$ cat src/rtl/fab_clk_gen_pkg.sv
// Shared types and sizing helpers for the fabric clock-enable generator.
// ch_cfg_t is sized by CFG_W; the top-level DIV_W must equal CFG_W.
package fab_clk_gen_pkg;

    localparam int unsigned CFG_W           = 8;
    localparam int unsigned RST_DIV_DEF     = 3;
    localparam int unsigned LOCK_CYCLES_DEF = 16;

    typedef struct packed {
        logic [CFG_W-1:0] div;
        logic [CFG_W-1:0] phase;
    } ch_cfg_t;

    function automatic int unsigned ch_idx_w(input int unsigned num_ch);
        return (num_ch > 1) ? $clog2(num_ch) : 1;
    endfunction

    // Wide enough to hold LOCK_CYCLES itself so the counter can saturate on it.
    function automatic int unsigned lock_cnt_w(input int unsigned lock_cycles);
        return $clog2(lock_cycles + 1);
    endfunction

endpackage

$ cat src/rtl/fab_clk_gen_ch.sv
// One divider channel: period counter, registered CE/Y, boundary-aligned config
// apply and a saturating lock counter.
module fab_clk_gen_ch
    import fab_clk_gen_pkg::*;
#(
    parameter int unsigned RST_DIV     = RST_DIV_DEF,
    parameter int unsigned LOCK_CYCLES = LOCK_CYCLES_DEF
) (
    input  logic    clk_i,
    input  logic    rst_i,
    input  logic    en_i,
    input  logic    apply_i,
    input  ch_cfg_t cfg_i,
    input  logic    lock_hold_i,
    output logic    boundary_o,
    output logic    ce_o,
    output logic    y_o,
    output logic    lock_o
);

    localparam int unsigned LockCntW = lock_cnt_w(LOCK_CYCLES);
    localparam logic [CFG_W-1:0]    RstDiv  = CFG_W'(RST_DIV);
    localparam logic [LockCntW-1:0] LockMax = LockCntW'(LOCK_CYCLES);

    logic [CFG_W-1:0]    div_q, div_d;
    logic [CFG_W-1:0]    phase_q, phase_d;
    logic [CFG_W-1:0]    cnt_q, cnt_d;
    logic                ce_q, ce_d;
    logic                y_q, y_d;
    logic [LockCntW-1:0] lock_cnt_q, lock_cnt_d;
    logic                lock_q, lock_d;

    // A stopped channel is always at a safe point to take new settings.
    assign boundary_o = !en_i || (cnt_q == div_q);

    always_comb begin
        div_d      = div_q;
        phase_d    = phase_q;
        cnt_d      = cnt_q;
        lock_cnt_d = lock_cnt_q;

        if (apply_i) begin
            div_d   = cfg_i.div;
            phase_d = (cfg_i.phase > cfg_i.div) ? cfg_i.div : cfg_i.phase;
        end

        if (apply_i || !en_i) begin
            cnt_d = phase_d;
        end else if (cnt_q == div_q) begin
            cnt_d = '0;
        end else begin
            cnt_d = cnt_q + 1'b1;
        end

        // Outputs are registered from the next count so they line up with cnt_q.
        ce_d = en_i && (cnt_d == div_d);
        y_d  = en_i && (div_d != '0) && (cnt_d <= (div_d >> 1));

        if (lock_hold_i) begin
            lock_cnt_d = '0;
        end else if (lock_cnt_q != LockMax) begin
            lock_cnt_d = lock_cnt_q + 1'b1;
        end
        lock_d = (lock_cnt_d == LockMax);
    end

    always_ff @(posedge clk_i) begin
        if (rst_i) begin
            div_q      <= RstDiv;
            phase_q    <= '0;
            cnt_q      <= '0;
            ce_q       <= 1'b0;
            y_q        <= 1'b0;
            lock_cnt_q <= '0;
            lock_q     <= 1'b0;
        end else begin
            div_q      <= div_d;
            phase_q    <= phase_d;
            cnt_q      <= cnt_d;
            ce_q       <= ce_d;
            y_q        <= y_d;
            lock_cnt_q <= lock_cnt_d;
            lock_q     <= lock_d;
        end
    end

    assign ce_o   = ce_q;
    assign y_o    = y_q;
    assign lock_o = lock_q;

endmodule

$ cat src/rtl/fab_clk_gen.sv
// Multi-channel programmable clock-enable generator: single pending config slot
// with valid/ready handshake, per-channel dividers and a registered global LOCK.
module fab_clk_gen
    import fab_clk_gen_pkg::*;
#(
    parameter int unsigned NUM_CH      = 3,
    parameter int unsigned DIV_W       = CFG_W,
    parameter int unsigned RST_DIV     = RST_DIV_DEF,
    parameter int unsigned LOCK_CYCLES = LOCK_CYCLES_DEF,
    localparam int unsigned CH_W       = ch_idx_w(NUM_CH)
) (
    input  logic              FAB_CLK,
    input  logic              RESET,
    input  logic              CFG_VALID,
    output logic              CFG_READY,
    input  logic [CH_W-1:0]   CFG_CH,
    input  logic [DIV_W-1:0]  CFG_DIV,
    input  logic [DIV_W-1:0]  CFG_PHASE,
    input  logic [NUM_CH-1:0] CH_EN,
    output logic [NUM_CH-1:0] CE,
    output logic [NUM_CH-1:0] Y,
    output logic [NUM_CH-1:0] CH_LOCK,
    output logic              LOCK
);

    localparam logic [CH_W:0] NumChW = (CH_W + 1)'(NUM_CH);

    logic              pend_valid_q, pend_valid_d;
    logic [CH_W-1:0]   pend_ch_q, pend_ch_d;
    ch_cfg_t           pend_cfg_q, pend_cfg_d;
    logic              ready_q, ready_d;
    logic              lock_all_q, lock_all_d;

    logic              accept;
    logic              in_range;
    logic [NUM_CH-1:0] boundary;
    logic [NUM_CH-1:0] apply;
    logic [NUM_CH-1:0] lock_hold;

    assign accept   = CFG_VALID && ready_q;
    assign in_range = ({1'b0, CFG_CH} < NumChW);

    for (genvar i = 0; i < NUM_CH; i++) begin : g_ch
        assign apply[i]     = pend_valid_q && (pend_ch_q == CH_W'(i)) && boundary[i];
        // Lock restarts on accept and stays cleared until the apply edge.
        assign lock_hold[i] = (accept && in_range && (CFG_CH == CH_W'(i)))
                           || (pend_valid_q && (pend_ch_q == CH_W'(i)));

        fab_clk_gen_ch #(
            .RST_DIV     (RST_DIV),
            .LOCK_CYCLES (LOCK_CYCLES)
        ) u_ch (
            .clk_i       (FAB_CLK),
            .rst_i       (RESET),
            .en_i        (CH_EN[i]),
            .apply_i     (apply[i]),
            .cfg_i       (pend_cfg_q),
            .lock_hold_i (lock_hold[i]),
            .boundary_o  (boundary[i]),
            .ce_o        (CE[i]),
            .y_o         (Y[i]),
            .lock_o      (CH_LOCK[i])
        );
    end

    always_comb begin
        pend_valid_d = pend_valid_q;
        pend_ch_d    = pend_ch_q;
        pend_cfg_d   = pend_cfg_q;

        if (|apply) begin
            pend_valid_d = 1'b0;
        end
        // Out-of-range targets complete the handshake but leave no trace.
        if (accept && in_range) begin
            pend_valid_d     = 1'b1;
            pend_ch_d        = CFG_CH;
            pend_cfg_d.div   = CFG_DIV;
            pend_cfg_d.phase = CFG_PHASE;
        end

        ready_d    = !pend_valid_d;
        lock_all_d = &CH_LOCK;
    end

    always_ff @(posedge FAB_CLK) begin
        if (RESET) begin
            pend_valid_q <= 1'b0;
            pend_ch_q    <= '0;
            pend_cfg_q   <= '0;
            ready_q      <= 1'b0;
            lock_all_q   <= 1'b0;
        end else begin
            pend_valid_q <= pend_valid_d;
            pend_ch_q    <= pend_ch_d;
            pend_cfg_q   <= pend_cfg_d;
            ready_q      <= ready_d;
            lock_all_q   <= lock_all_d;
        end
    end

    assign CFG_READY = ready_q;
    assign LOCK      = lock_all_q;

endmodule

$ cat config.mk
export PLATFORM = sky130hd
export DESIGN_NAME = fab_clk_gen
export DESIGN_NICKNAME = d
export VERILOG_FILES = /design/src/rtl/fab_clk_gen_pkg.sv /design/src/rtl/fab_clk_gen_ch.sv /design/src/rtl/fab_clk_gen.sv
export SDC_FILE = /design/constraint.sdc
export NUM_CORES = 1
export LEC_CHECK = 0
export ABC_AREA = 1
export ABC_CLOCK_PERIOD_IN_PS = 3800
export CAP_MARGIN = 25
export CORE_UTILIZATION = 30
export DETAILED_ROUTE_END_ITERATION = 12
export PLACE_DENSITY = 0.43
export SLEW_MARGIN = 20
export SYNTH_ARGS = -nofsm -noshare
export SYNTH_HDL_FRONTEND = slang
export SYNTH_SLANG_ARGS = --single-unit
$ cat constraint.sdc
create_clock -name FAB_CLK -period 3.8 [get_ports FAB_CLK]
set_input_delay 0.57 -clock FAB_CLK [delete_from_list [all_inputs] [get_ports FAB_CLK]]
set_output_delay 0.57 -clock FAB_CLK [all_outputs]
set_load 0.01 [all_outputs]
==> results.yml, run 1 <==
finish:
  nets: 1105
  regArea_mm2: 0.00234
  final_cell_mix: "nand2_1, dfxtp_1, inv_1"
  fillers: 2471
  multi_input_comb_area_mm2: 0.00393
  mostFrequentLayoutCell: "nand2_1"
  area_growth_pct: 15.9
  drive_gt1_frac: 0.104
  diodes: 0
place:
  portBuffers: 34
  gp_congestion: 0.857
  dpl.hpwl_mm: 15.2
worst_setup_path:
  cp.required_ns: 4.11
  r2r_start: "pend_cfg_q[10]"
  cp_cell_sequence: "inv_1 > ha_1 > nand2_1 > inv_2 > nand2_1 > nand2_1 > nand2_1 > nand2_2 > nand2_4 > o21ai_1 > o21ai_0 > inv_1 > nand2_1 > nand2_1 > inv_1 > ha_1 > nand3_1 > inv_1 > nand3_1 > nor2_1 > nand3_1 > nand2_1 > a21oi_1"
  start_kind: "flop"
  worstPathArrival_ns: 3.66
  cp_num_buf_inv: 5
  end_kind: "flop"
  critical_path_class: "flop to flop"
  slowest_delay_ns: 0.47
  reg2regPathDepth: 23
  reg2reg_slack_ns: 0.45
  cpMostUsedCell: "nand2_1"
  crit_family: "simple AND/OR/NAND/NOR gates"
  cpMaxStageDelayCell: "dfxtp_1"
  worstPathMaxFanout: 16
  worst_r2r_endpoint: "g_ch[1].u_ch.y_o"
hold_path:
  min_path_type: "flop to flop"
  hp-start: "g_ch[1].u_ch.lock_o"
  holdPathEnd: "LOCK"
  hold_depth: 2
clock_network:
  cts.sinks: 117
  clk_pin_slew_worst_paths_ns: 0.06
  cts_buffers: 17
  tritoncts: "done"
  cts.path.max_buffers: 2
  root_buffer: "clkbuf_16"
  cts_hold_repair.buffers: 0
  cts_max_level: 4
  clock_latency_ns: 0.42
timing:
  fmax_mhz: 298
  maxSlewViolCount: 0
  slew_headroom: 0.381
  period_share: 0.882
  rsz0062_at_grt: "false"
  period_needed_ns: 3.35
  holdWs_ns: 0.475
  finalClockSkew_ns: 0.00670
  hold_viol_final: 0
  final.setup.tns_ns: 0
  tightest_slew_ns: 0.928
  report.final.setup_viol: 0
logic_synthesis:
  async_flop_share: 0
  yosys_warnings: 0
  synth-seq-cells: 117
  seq_area_frac_synth: 0.335
  syn_area_per_cell_um2: 6.89
  synth.distinct_cells: 43
  syn_inst: 1014
  syn_area_mm2: 0.00699
  syn-num-nets: 1074
  synth-edff-count: 0
  yosys_most_used_dff: "dfxtp_1"
die:
  die_x_um: 155
  placementRows: 55
  ios: 35
  die_area_mm2: 0.0239
  initial_core_util: 0.308
  core-area_mm2: 0.0227
  die_h_um: 155
route:
  wirelength_mm: 19.8
  vias: 6171
  final_antenna_net_count: 0
  drc: 0
  wl_per_cell_um: 14.8
  viasPerCell: 4.59
  first_iter_violations: 279
  drtPass1Iterations: 5
grt:
  grt_pass1_wl_mm: 32.3
  grt.overflow.total: 0
  grt_pass1_vias: 5953
  grt_usage: 0.175
  antenna_found_initial: 0
  grt_max_degree: 51
pwr:
  p_leak_nw: 3.73
  ir_drop_mv: 0.319
  powerDensity_mw_per_mm2: 427
flow_run:
  maxCapViolCount: 0
outcome:
  status: "finished, final reports clean"
-- final cells by class --
type / count / area share
Multi-Input combinational cell: 738 / 0.485
Sequential cell: 117 / 0.289
Inverter: 123 / 0.0576
Timing Repair Buffer: 48 / 0.0544
Clock buffer: 17 / 0.0525
Tap cell: 285 / 0.0440
Clock inverter: 15 / 0.0168
-- how the worst max path moves through the flow --
stage | startpoint | endpoint | slack (ns) | cells after the start
6_report | pend_cfg_q[10] | g_ch[1].u_ch.y_o | 0.45 | 23
5_1_grt | pend_cfg_q[10] | g_ch[1].u_ch.y_o | 0.08 | 23
4_1_cts | pend_cfg_q[14] | g_ch[1].u_ch.y_o | 0.28 | 20
3_5_place_dp | pend_cfg_q[14] | g_ch[1].u_ch.y_o | 0.31 | 20
3_3_place_gp | pend_cfg_q[14] | g_ch[1].u_ch.y_o | 0.33 | 21
2_1_floorplan | pend_cfg_q[13] | g_ch[2].u_ch.y_o | 0.87 | 24
-- cell usage after synthesis, types with 8 or more instances --
cell | count | area share
nand3_1 | 93 | 0.067
nor2_1 | 107 | 0.057
o21ai_1 | 18 | 0.013
nand4_1 | 15 | 0.013
dfxtp_1 | 117 | 0.34
a21oi_1 | 50 | 0.036
ha_1 | 36 | 0.064
xor2_1 | 17 | 0.021
nand3b_1 | 8 | 0.0086
o21ai_2 | 11 | 0.014
o21ai_0 | 27 | 0.019
xnor2_1 | 24 | 0.030
nand2_2 | 12 | 0.011
inv_1 | 112 | 0.060
clkbuf_1 | 13 | 0.0070
buf_4 | 12 | 0.013
inv_2 | 9 | 0.0048
nand2_1 | 275 | 0.15
-- layer usage --
layer | vias to the layer above | track usage | wire (um)
met5 | - | 0 | 0
met4 | 0 | 0.0453 | 158
met3 | 12 | 0.0308 | 719
met2 | 110 | 0.276 | 8910
met1 | 2737 | 0.244 | 10000
li1 | 3312 | - | -
-- worst min-delay path, delay by kind of cell (launching register included) --
| kind | cells | cell delay, ns |
|---|---|---|
| AND/OR/NAND/NOR | 2 | 0.11 |
| flip-flops | 1 | 0.32 |
-- cell families (layout without fill, tap and decap cells) --
logic type	Yosys count	in the layout	share of synthesized area
compound gates	124	124	0.106
xor+xnor	41	41	0.0514
fa+ha+maj	36	36	0.0645
buf+inv	159	203	0.103
flops	117	117	0.335
simple gates	537	537	0.340
-- stage by stage --
stage	setup WS, ns	total power, mW	instance area (um2)	util	cells
floorplan	0.874	1.76	6990	-	1014
global placement	0.333	1.95	7530	0.332	1311
detailed placement	0.305	1.94	7530	0.332	1311
CTS	0.281	3.51	8090	0.356	1343
global route	0.0824	3.65	8100	0.357	1343
finish	0.449	3.46	8100	0.357	1343
-- flip-flops by register name, indices dropped and copies added (netlist names) --
| register | count |
|---|---|
| g_ch.u_ch.phase_q | 24 |
| g_ch.u_ch.y_o | 3 |
| g_ch.u_ch.cnt_q | 24 |
| pend_cfg_q | 16 |
| CFG_READY | 1 |
| g_ch.u_ch.lock_o | 3 |
| pend_ch_q | 2 |
| pend_valid_q | 1 |
| g_ch.u_ch.ce_o | 3 |
| LOCK | 1 |
| g_ch.u_ch.lock_cnt_q | 15 |
| g_ch.u_ch.div_q | 24 |
-- report_power, final --
part           switching (mW)  leakage, nW  internal (mW)
clock network           0.680        0.272          0.864
logic                   0.393         2.50          0.205
registers              0.0415        0.952           1.27
-- timing repair --
item	CTS	global route
resized for setup	0	2
setup endpoints to repair	0	2
setup buffers	0	0
Power figures use the tool's default switching activity.
==> inputs of run 2 (changes only) <==
--- a/config.mk
+++ b/config.mk
@@ -7,11 +7,11 @@
 export LEC_CHECK = 0
 export ABC_AREA = 1
 export ABC_CLOCK_PERIOD_IN_PS = 3800
-export CAP_MARGIN = 25
 export CORE_UTILIZATION = 30
 export DETAILED_ROUTE_END_ITERATION = 12
-export PLACE_DENSITY = 0.43
+export PLACE_DENSITY = 0.42
 export SLEW_MARGIN = 20
 export SYNTH_ARGS = -nofsm -noshare
 export SYNTH_HDL_FRONTEND = slang
+export SYNTH_HIERARCHICAL = 1
 export SYNTH_SLANG_ARGS = --single-unit
==> results.yml, run 2 <==
outcome:
  status: "finished, final reports clean"
route:
  drc: 0
  drtPass1Iterations: 5
  first_iter_violations: 360
  wirelength_mm: 20.2
  viasPerCell: 4.59
  vias: 6485
  final_antenna_net_count: 0
  wl_per_cell_um: 14.3
die:
  ios: 35
  die_h_um: 157
  die_area_mm2: 0.0246
  placementRows: 56
  initial_core_util: 0.306
  core-area_mm2: 0.0235
  die_x_um: 157
clock_network:
  post-cts-setup-buffers: 0
  tritoncts: "done"
  cts.sinks: 117
  cts_buffers: 17
  cts_hold_repair.buffers: 0
  cts_max_level: 4
  root_buffer: "clkbuf_16"
  cts_resized: 0
  clk_pin_slew_worst_paths_ns: 0.06
  clock_latency_ns: 0.43
  cts.path.max_buffers: 2
logic_synthesis:
  syn_area_per_cell_um2: 6.95
  async_flop_share: 0
  seq_area_frac_synth: 0.326
  yosysTopAreaCell: "dfxtp_1"
  yosysTopAreaCellShare: 0.326
  syn-num-nets: 1111
  yosys_most_used_dff: "dfxtp_1"
  synth-seq-cells: 117
  synth.distinct_cells: 40
  synth.most_common_cell: "nand2_1"
  synthTopCellsByCount: "nand2_1, dfxtp_1, inv_1, nand3_1, nor2_1"
  syn_inst: 1033
  synth-edff-count: 0
  ys_top_cells_by_area: "dfxtp_1, nand2_1, ha_1"
  syn_area_mm2: 0.00718
  yosys_warnings: 6
timing:
  hold_viol_final: 0
  finalClockSkew_ns: 0.0124
  tightest_slew_ns: 0.579
  final.setup.tns_ns: 0
  rsz0062_at_grt: "false"
  holdWs_ns: 0.439
  period_share: 0.850
  period_needed_ns: 3.23
  report.final.setup_viol: 0
  fmax_mhz: 310
  maxSlewViolCount: 0
  slew_headroom: 0.614
worst_setup_path:
  reg2reg_slack_ns: 0.57
  worstPathMaxFanout: 15
  start_kind: "flop"
  critical_path_class: "flop to flop"
  end_kind: "flop"
  worstPathArrival_ns: 3.55
  cp.required_ns: 4.12
place:
  dpl.hpwl_mm: 15.6
  gp_congestion: 0.820
  placed_area_mm2: 0.00794
  portBuffers: 34
finish:
  area_growth_pct: 19.5
  nets: 1160
  drive_gt1_frac: 0.108
  finish.instance_area_mm2: 0.00858
  mostFrequentLayoutCell: "nand2_1"
  diodes: 0
  final_cell_mix: "nand2_1, dfxtp_1, inv_1"
  reg_top3: "g_ch.u_ch/cnt_q x24, g_ch.u_ch/div_q x24, g_ch.u_ch/phase_q x24"
grt:
  grt_pass1_wl_mm: 33.1
  antenna_found_initial: 0
  grt.overflow.total: 0
  grt_pass1_vias: 6294
  grt_max_degree: 43
  grt_usage: 0.177
pwr:
  ir_drop_mv: 0.258
  p_leak_nw: 4.03
  power.switching_mw: 1.03
  powerDensity_mw_per_mm2: 420
  swShare: 0.286
  pwr-share-clk: 0.493
  p_comb_frac: 0.146
  power_frac_seq: 0.361
  intPower_mw: 2.57
hold_path:
  min_path_type: "flop to flop"
flow_run:
  maxCapViolCount: 0
run 2: critical path: stages, from the launching register on:
cell      delay [ns]
dfxtp_1         0.39
xnor2_1         0.13
nand2_1         0.10
nor3_1          0.15
nand2_1         0.11
nand2_1         0.10
nand4_1         0.13
inv_1           0.33
inv_1           0.23
nand3_2         0.16
inv_2           0.07
nand2_1         0.09
nand2_1         0.08
ha_1            0.27
inv_1           0.04
o21bai_1        0.11
a21o_1          0.12
a21oi_1         0.05
o21ai_0         0.14
a21oi_1         0.08
o221ai_1        0.15
nor2_1          0.05
run 2: power by group through the flow:
stage / Clock (mW) / Combinational (mW) / Sequential (mW)
floorplan: 0 / 0.391 / 1.32
global placement: 0 / 0.532 / 1.33
detailed placement: 0 / 0.528 / 1.33
CTS: 1.82 / 0.530 / 1.30
global route: 1.87 / 0.599 / 1.31
finish: 1.78 / 0.525 / 1.30
run 2: kinds of logic (layout without fill, tap and decap cells):
group,count (synthesis),in the layout,synth area share
AND/OR/NAND/NOR,554,554,0.345
buffers and inverters,141,203,0.0789
AO/OA/AOI/OAI,123,123,0.101
flip-flops,117,117,0.326
adder cells (fa/ha/maj),54,54,0.0941
XOR/XNOR,44,44,0.0547
run 2: per-layer routing:
| metal | GRT usage | wire length [um] | vias up |
|---|---|---|---|
| met5 | 0 | 0 | - |
| met1 | 0.237 | 10100 | 2932 |
| li1 | - | - | 3436 |
| met3 | 0.0296 | 530 | 25 |
| met2 | 0.288 | 9270 | 92 |
| met4 | 0.0528 | 326 | 0 |
run 2: cell type report:
class	count	area (um2)
fill	2525	14900
multi-input combinational	775	4270
sequential	117	2340
timing repair buffer	53	480
inverter	118	443
clock buffer	17	425
tap	319	399
clock inverter	15	218
run 2: path summary, 6_finish.rpt:
kind                              start          endpoint  depth (start not counted)
setup / recovery  g_ch[2].u_ch/cnt_q[6]  g_ch[2].u_ch/y_o                         21
hold / removal      g_ch[1].u_ch/lock_o              LOCK                          2
setup reg to reg  g_ch[2].u_ch/cnt_q[6]  g_ch[2].u_ch/y_o                         21
hold reg to reg     g_ch[1].u_ch/lock_o              LOCK                          2
run 2: per-stage QoR:
stage | worst slack (ns) | cells | power, mW | util
global route | 0.206 | 1414 | 3.78 | 0.366
floorplan | 1.09 | 1033 | 1.71 | -
CTS | 0.507 | 1414 | 3.65 | 0.366
detailed placement | 0.321 | 1382 | 1.86 | 0.338
global placement | 0.415 | 1382 | 1.86 | 0.338
finish | 0.571 | 1414 | 3.60 | 0.366
==> inputs of run 3 (changes only) <==
--- a/config.mk
+++ b/config.mk
@@ -6,10 +6,10 @@
 export NUM_CORES = 1
 export LEC_CHECK = 0
 export ABC_AREA = 1
-export ABC_CLOCK_PERIOD_IN_PS = 3800
+export ABC_CLOCK_PERIOD_IN_PS = 2600
 export CORE_UTILIZATION = 30
 export DETAILED_ROUTE_END_ITERATION = 12
-export PLACE_DENSITY = 0.42
+export PLACE_DENSITY = 0.44
 export SLEW_MARGIN = 20
 export SYNTH_ARGS = -nofsm -noshare
 export SYNTH_HDL_FRONTEND = slang
==> constraint.sdc (replaced) <==
create_clock -name FAB_CLK -period 2.6 [get_ports FAB_CLK]
set_input_delay 0.39 -clock FAB_CLK [delete_from_list [all_inputs] [get_ports FAB_CLK]]
set_output_delay 0.39 -clock FAB_CLK [all_outputs]
set_load 0.01 [all_outputs]
==> results.yml, run 3 (synthesis results as in run 2) <==
timing:
  fmax_mhz: 346
  report.final.setup_viol: 3
  maxSlewViolCount: 0
  hold_viol_final: 0
  slew_headroom: 0.661
  period_share: 1.11
  finalClockSkew_ns: 0.00908
  tightest_slew_ns: 0.508
  final.setup.tns_ns: -0.602
  period_needed_ns: 2.89
  rsz0062_at_grt: "true"
  setup_slack_ns: -0.293
worst_setup_path:
  worst-path-stages: 24
  slowest_delay_ns: 0.39
  cp-startpoint: "pend_cfg_q[1]"
  cpMaxStageDelayCell: "dfxtp_4"
  cpMostUsedCell: "nand2_1"
  cp_cell_sequence: "buf_12 > ha_4 > nand2_1 > nand2_1 > nand2_1 > nand2_1 > nand2_1 > nand2_2 > nand2_4 > nand2_1 > o21ai_2 > nand2_4 > nand2_2 > nand2_2 > nand2_2 > ha_4 > inv_2 > o21bai_1 > a21o_1 > a21oi_2 > o21ai_1 > a21oi_1 > o221ai_1 > nor2_1"
  start_kind: "flop"
  r2r_start: "pend_cfg_q[1]"
  crit_family: "simple AND/OR/NAND/NOR gates"
  worstPathMaxFanout: 5
  end_kind: "flop"
  reg2regPathDepth: 24
  reg2reg_slack_ns: -0.29
  cp_num_buf_inv: 2
  worstPathArrival_ns: 3.20
  endpoint: "g_ch[2].u_ch/y_o"
  cp.required_ns: 2.91
  worst_r2r_endpoint: "g_ch[2].u_ch/y_o"
  critical_path_class: "flop to flop"
flow_run:
  maxCapViolCount: 0
place:
  portBuffers: 34
  gp_congestion: 0.857
  pre_cts_ws_ns: -0.490
  dpl.hpwl_mm: 17.5
finish:
  diodes: 0
  final_cell_mix: "nand2_1, buf_4, dfxtp_1"
  reg_top3: "g_ch.u_ch/cnt_q x24, g_ch.u_ch/div_q x24, g_ch.u_ch/phase_q x24"
  nets: 1410
  drive_gt1_frac: 0.381
  mostFrequentLayoutCell: "nand2_1"
  area_growth_pct: 55.7
pwr:
  p_leak_nw: 5.31
  powerDensity_mw_per_mm2: 488
  pwr-share-clk: 0.438
  ir_drop_mv: 0.519
  p_comb_frac: 0.216
  power_frac_seq: 0.347
  total_power_mw: 5.46
  swShare: 0.295
  power.switching_mw: 1.61
  intPower_mw: 3.85
die:
  ios: 35
  die_x_um: 157
  core-area_mm2: 0.0235
  initial_core_util: 0.306
  die_area_mm2: 0.0246
  die_h_um: 157
  placementRows: 56
grt:
  antenna_found_initial: 0
  grt_usage: 0.197
  grt.overflow.total: 0
  grt_max_degree: 35
  grt_pass1_wl_mm: 37.2
  grt_pass1_vias: 7389
clock_network:
  cts.sinks: 117
  clk_pin_slew_worst_paths_ns: 0.06
  cts.path.max_buffers: 2
  root_buffer: "clkbuf_16"
  clock_latency_ns: 0.42
  tritoncts: "done"
  cts_max_level: 4
  cts_buffers: 17
  cts_hold_repair.buffers: 0
outcome:
  violations: "negative setup slack"
  status: "complete, but fails checks"
route:
  wirelength_mm: 22.9
  viasPerCell: 4.48
  vias: 7444
  drc: 0
  final_antenna_net_count: 0
  first_iter_violations: 368
  drtPass1Iterations: 4
  wl_per_cell_um: 13.8
hold_path:
  min_path_type: "input pin to flop"
run 3: through the flow:
stage / cell area (um2) / hold WS, ns / cells / util
detailed placement: 9690 / 0.444 / 1601 / 0.413
global route: 11200 / 0.426 / 1663 / 0.476
floorplan: 7230 / 0.447 / 1033 / -
finish: 11200 / 0.413 / 1663 / 0.476
global placement: 9690 / 0.437 / 1601 / 0.413
CTS: 10800 / 0.403 / 1654 / 0.460
run 3: cell type report:
class                      instances  area [um2]
fill                            2361       12300
multi-input combinational        775        4840
timing repair buffer             303        2520
sequential                       117        2390
inverter                         118         445
clock buffer                      18         439
tap                              319         399
clock inverter                    13         149
run 3: layer usage:
layer	track usage	part of all wire	up-vias
met3	0.0313	0.020	28
met1	0.251	0.48	3394
met5	0	0	-
li1	-	-	3938
met2	0.337	0.48	84
met4	0.0649	0.019	0
run 3: repair_timing:
| item | in CTS | in global routing |
|---|---|---|
| resized for setup | 99 | 73 |
| pin swaps | 46 | 54 |
| endpoints found under the hold margin | 0 | 0 |
| setup buffers | 23 | 13 |
| setup endpoints to repair | 5 | 7 |
| gates cloned | 0 | 1 |
run 3: power groups by stage:
stage          sequential, mW  combinational [mW]  clock, mW
4_1_cts                  1.89                1.13       2.45
2_1_floorplan            1.93               0.577          0
3_5_place_dp             1.94                1.04          0
5_1_grt                  1.90                1.30       2.52
3_3_place_gp             1.94                1.04          0
6_report                 1.89                1.18       2.39
run 3: worst min-delay path by stage:
stage	from	depth (start not counted)	endpoint	slack, ns
2_1_floorplan	pend_cfg_q[13]	2	pend_cfg_q[13]	0.45
3_3_place_gp	g_ch[1].u_ch/lock_o	2	LOCK	0.44
3_5_place_dp	g_ch[1].u_ch/lock_o	2	LOCK	0.44
4_1_cts	RESET	2	g_ch[1].u_ch/lock_cnt_q[3]	0.40
5_1_grt	RESET	2	g_ch[2].u_ch/lock_cnt_q[2]	0.43
6_report	RESET	2	pend_cfg_q[5]	0.41
